--- config.mk ---
export PLATFORM = sky130hd
export DESIGN_NAME = seq_mac_unit
export DESIGN_NICKNAME = d
export VERILOG_FILES = /design/src/rtl/seq_mac_unit.sv
export SDC_FILE = /design/constraint.sdc
export NUM_CORES = 1
export LEC_CHECK = 0
export CAP_MARGIN = 40
export CORE_MARGIN = 10
export CORE_UTILIZATION = 45
export CTS_BUF_LIST = sky130_fd_sc_hd__clkbuf_4
export DETAILED_ROUTE_END_ITERATION = 8
export DONT_BUFFER_PORTS = 1
export PLACE_DENSITY = 0.68
export REMOVE_ABC_BUFFERS = 1
export SYNTH_ARGS = -nofsm -noshare
export SYNTH_HDL_FRONTEND = slang
export SYNTH_SLANG_ARGS = --single-unit
--- constraint.sdc ---
create_clock -name clk -period 4.4 [get_ports clk]
set_input_delay 0.88 -clock clk [delete_from_list [all_inputs] [get_ports clk]]
set_output_delay 0.88 -clock clk [all_outputs]
set_load 0.02 [all_outputs]
--- src/rtl/seq_mac_unit.sv ---
// Sequential multiply/accumulate unit: single-cycle add, W-cycle shift-add multiply,
// and saturating multiply-accumulate into the C register, controlled by a small FSM.
module seq_mac_unit #(
  parameter int W     = 4,
  parameter int ACC_W = 16
) (
  input  logic             clk,
  input  logic             reset,
  input  logic             start,
  input  logic [1:0]       mode,
  input  logic [W-1:0]     A,
  input  logic [W-1:0]     B,
  input  logic             clear,
  output logic [ACC_W-1:0] C,
  output logic             done,
  output logic             busy,
  output logic             erroren
);

  typedef enum logic [1:0] {IDLE, EXEC, DONE, ERR} state_t;

  localparam logic [1:0] MODE_ADD = 2'b00;
  localparam logic [1:0] MODE_MUL = 2'b01;
  localparam logic [1:0] MODE_RSV = 2'b11;
  localparam int CNT_W = $clog2(W) + 1;
  localparam logic [CNT_W-1:0] CNT_LAST = CNT_W'(W - 1);

  state_t             state, state_nx;
  logic [W-1:0]       a_r, b_sh;
  logic [1:0]         mode_r;
  logic [CNT_W-1:0]   cnt;
  logic [2*W-1:0]     pp, pp_nx, addend;
  logic [ACC_W-1:0]   c_nx;
  logic [ACC_W:0]     mac_r;

  // Top bit of the result flags overflow; the low ACC_W bits are the clamped sum.
  function automatic logic [ACC_W:0] sat_acc(input logic [ACC_W-1:0] acc,
                                             input logic [2*W-1:0]   prod);
    logic [ACC_W:0] sum;
    sum = {1'b0, acc} + (ACC_W+1)'(prod);
    if (sum[ACC_W]) sat_acc = {1'b1, {ACC_W{1'b1}}};
    else            sat_acc = sum;
  endfunction

  always_comb begin
    addend   = b_sh[0] ? ({{W{1'b0}}, a_r} << cnt) : '0;
    pp_nx    = pp + addend;
    state_nx = state;
    c_nx     = C;
    mac_r    = '0;
    case (state)
      IDLE: begin
        if (start) begin
          state_nx = (mode == MODE_RSV) ? ERR : EXEC;
        end else if (clear) begin
          c_nx = '0;
        end
      end
      EXEC: begin
        if (mode_r == MODE_ADD) begin
          c_nx     = ACC_W'(a_r) + ACC_W'(b_sh);
          state_nx = DONE;
        end else if (cnt == CNT_LAST) begin
          // The final partial product is folded in combinationally so C lands with DONE.
          if (mode_r == MODE_MUL) begin
            c_nx     = ACC_W'(pp_nx);
            state_nx = DONE;
          end else begin
            mac_r    = sat_acc(C, pp_nx);
            c_nx     = mac_r[ACC_W-1:0];
            state_nx = mac_r[ACC_W] ? ERR : DONE;
          end
        end
      end
      DONE:    state_nx = IDLE;
      ERR:     state_nx = IDLE;
      default: state_nx = IDLE;
    endcase
  end

  always_ff @(posedge clk or posedge reset) begin
    if (reset) begin
      state   <= IDLE;
      a_r     <= '0;
      b_sh    <= '0;
      mode_r  <= '0;
      cnt     <= '0;
      pp      <= '0;
      C       <= '0;
      done    <= 1'b0;
      busy    <= 1'b0;
      erroren <= 1'b0;
    end else begin
      state   <= state_nx;
      C       <= c_nx;
      done    <= (state_nx == DONE) || (state_nx == ERR);
      erroren <= (state_nx == ERR);
      busy    <= (state_nx != IDLE);
      if (state == IDLE && start && mode != MODE_RSV) begin
        a_r    <= A;
        b_sh   <= B;
        mode_r <= mode;
        cnt    <= '0;
        pp     <= '0;
      end else if (state == EXEC) begin
        b_sh <= b_sh >> 1;
        cnt  <= cnt + 1'b1;
        pp   <= pp_nx;
      end
    end
  end

endmodule

==> impl_metrics.py <==
metrics = {
    "synth": {
        "post-synth-top-area-cell": "dfrtp_1",
        "syn_area_mm2": 0.00289,
        "synth_edf_count": 0,
        "ys_seq_area_frac": 0.363,
        "ys_types": 54,
        "synth_top_area_share": 0.363,
        "synthCells": 312,
        "ys_async_sr_fraction": 1.00,
        "ys_ff_latch": 42,
        "yosys-top-cells-area": "dfrtp_1, ha_1, nand2_1",
        "avgSynthCellArea_um2": 9.27,
        "synth-main-ff-cell": "dfrtp_1",
        "ys_warn_count": 0,
    },
    "worst_setup_path": {
        "cp_slowest_cell": "mux4_2",
        "crit_buf_inv": 1,
        "arrival_ps": 4340,
        "critPathMaxStageDelay_ps": 500,
        "critical_path_depth": 14,
        "critPathLaunchType": "register",
        "path_max_fanout": 7,
        "cpLargestDelayFamily": "simple AND/OR/NAND/NOR gates",
        "crit_type": "register to register",
        "crit_chain": "mux4_2 > and3_2 > ha_1 > a21o_1 > a221oi_2 > xor2_1 > inv_1 > ha_2 > and3_1 > a221oi_4 > o21ai_4 > nand4_4 > or2_2 > o2111ai_1",
        "r2r_cells": 14,
        "end_kind": "register",
        "critPathRequiredTime_ps": 4670,
    },
    "clocking": {
        "clkTransAtPathRegs_ps": 140,
        "cts_tree": "done",
        "root_buffer": "clkbuf_4",
        "h-tree-depth": 2,
        "cts_hold_buf": 0,
        "clock_latency_ps": 360,
        "clock-sinks": 42,
        "clk_path_buf_depth": 2,
        "numCtsBuffers": 5,
    },
    "final_layout": {
        "fillerInstances": 627,
        "drive_above_1_share": 0.118,
        "area_growth_pct": 6.83,
        "n_antenna_cell": 0,
        "fin_cells": 391,
        "mostFrequentLayoutCell": "nand2_1",
        "layout_common_cells": "nand2_1, dfrtp_1, o21ai_0, ha_1, nor2_1",
        "nets": 352,
        "stdcell_area_mm2": 0.00309,
    },
    "sta": {
        "worst_pin_slew_ps": 752,
        "rsz0062_at_grt": "no",
        "drv_slew": 0,
        "finalHoldViolCount": 0,
        "finalSetupViolations": 0,
        "setup_slack_ps": 331,
        "finalCritPeriodShare": 0.925,
        "final.setup.tns_ps": 0,
        "timing.final.crit_period_ps": 4070,
        "fin_worst_skew_ps": 9.01,
        "relSlewSlack": 0.499,
        "clock.fmax_mhz": 246,
    },
    "pwr": {
        "total_power_mw": 2.24,
        "p_leak_nw": 1.51,
        "power_density_mw_per_mm2": 726,
        "worst_ir_drop_vdd_mv": 0.427,
    },
    "placement": {
        "placed_cell_area_mm2": 0.00296,
        "pre_cts_slack_ps": 304,
        "io_buffers": 0,
        "placed_cells": 381,
        "gp_congestion": 0.913,
        "hpwl_um": 4870,
    },
    "global_route": {
        "grt_pass1_vias": 2316,
        "grt_usage": 0.136,
        "overflow": 0,
        "grt_antenna_before_repair": 0,
        "grt_pass1_wl_um": 11500,
        "grt_max_degree": 43,
    },
    "floorplan": {
        "core_mm2": 0.00631,
        "io_pins": 33,
        "start_util": 0.458,
        "num_rows": 29,
        "die_w_um": 100,
        "dieArea_mm2": 0.0100,
        "die_height_um": 100,
    },
    "drt": {
        "wl_um": 6670,
        "drt_iter0_markers": 88,
        "wl_per_cell_um": 17.1,
        "ant_nets": 0,
        "drc": 0,
        "routed-via-count": 2272,
        "first_pass_iters": 4,
        "viasPerCell": 5.81,
    },
    "outcome": {
        "status": "finished, final reports clean",
    },
    "min_path": {
        "hold_class": "input pin to async pin",
    },
    "job": {
        "drv_cap": 0,
    },
}
==> final cells by class <==
class | instances | area (um^2) | share of cell area
multi-input combinational | 248 | 1770 | 0.574
inverter | 9 | 33.8 | 0.0109
sequential | 42 | 1050 | 0.340
timing repair buffer | 7 | 52.6 | 0.0170
clock inverter | 3 | 43.8 | 0.0142
tap | 77 | 96.3 | 0.0312
clock buffer | 5 | 37.5 | 0.0121
==> where the power goes <==
| group | internal, mW | leakage [nW] | switching [mW] | total [mW] |
|---|---|---|---|---|
| combinational | 0.540 | 0.915 | 0.708 | 1.25 |
| sequential | 0.517 | 0.550 | 0.218 | 0.736 |
| clock | 0.121 | 0.0456 | 0.137 | 0.258 |
==> through the flow <==
stage,util,hold WS [ps]
floorplan,-,472
global placement,0.469,497
detailed placement,0.469,502
CTS,0.482,525
global route,0.489,538
finish,0.489,513
==> final timing paths <==
check,startpoint,to,slack (ps)
worst max-delay path,a_r[1]$_DFFE_PP0P_,C[7]$_DFFE_PP0P_,330
worst min-delay path,reset,mode_r[1]$_DFFE_PP0P_,510
worst max register to register,a_r[1]$_DFFE_PP0P_,C[7]$_DFFE_PP0P_,330
worst min register to register,b_sh[2]$_DFFE_PP0P_,b_sh[2]$_DFFE_PP0P_,530
max in group asynchronous,reset,a_r[1]$_DFFE_PP0P_,3500
min in group clk,b_sh[2]$_DFFE_PP0P_,b_sh[2]$_DFFE_PP0P_,530
==> per-layer routing <==
metal	up-vias	track usage	part of all wire	wire, um
li1	1132	-	-	-
met1	1099	0.180	0.48	3190
met5	-	0	0	0
met2	34	0.212	0.45	3010
met3	7	0.0405	0.058	386
met4	0	0.0370	0.012	80
==> kinds of logic after synthesis <==
kind of cell               Yosys count  share of synthesized area
xor gates and xnor gates            15                     0.0454
AOI/OAI and AO/OA                   95                      0.229
buffers and inverters               23                     0.0368
adders and majority gates           25                      0.116
muxes                                9                     0.0376
and+or+nand+nor                    103                      0.172
DFF                                 42                      0.363
==> synthesized netlist by cell type, drive strengths merged, types with 2 or more instances <==
| library cell | count |
|---|---|
| xor2 | 9 |
| a21o | 14 |
| o22ai | 4 |
| fa | 3 |
| o21ai | 23 |
| o22a | 2 |
| nand4 | 2 |
| a221o | 3 |
| dfrtp | 42 |
| nand2 | 46 |
| and2 | 2 |
| buf | 7 |
| a211oi | 3 |
| xnor2 | 6 |
| and3 | 9 |
| inv | 9 |
| o21a | 4 |
| nand3 | 7 |
| mux2 | 5 |
| mux2i | 3 |
| a221oi | 3 |
| nand2b | 3 |
| ha | 22 |
| a22oi | 3 |
| nor3 | 4 |
| clkbuf | 7 |
| nor2b | 8 |
| a22o | 2 |
| a31oi | 5 |
| nor2 | 18 |
| o211ai | 2 |
| a21oi | 18 |
| a311oi | 3 |
==> worst register-to-register path, cell delays in order, from the launching register on <==
cell and delay [ps]:
dfrtp_2 480, mux4_2 500, and3_2 230, ha_1 330, a21o_1 210, a221oi_2 320, xor2_1 220, inv_1 90
ha_2 390, and3_1 220, a221oi_4 90, o21ai_4 250, nand4_4 190, or2_2 380, o2111ai_1 90
==> timing repair <==
action,in CTS,in global routing
setup buffers,0,1
endpoints found under the setup margin,0,6
gates resized for setup,0,5
==> sequential cells by signal, summed over array words and instances, names as in the netlist <==
| register | cells |
|---|---|
| C | 16 |
| pp | 8 |
| a_r | 4 |
| b_sh | 4 |
| cnt | 3 |
| mode_r | 2 |
| state | 2 |
| busy | 1 |
| done | 1 |
| erroren | 1 |
Power figures use the tool's default switching activity.
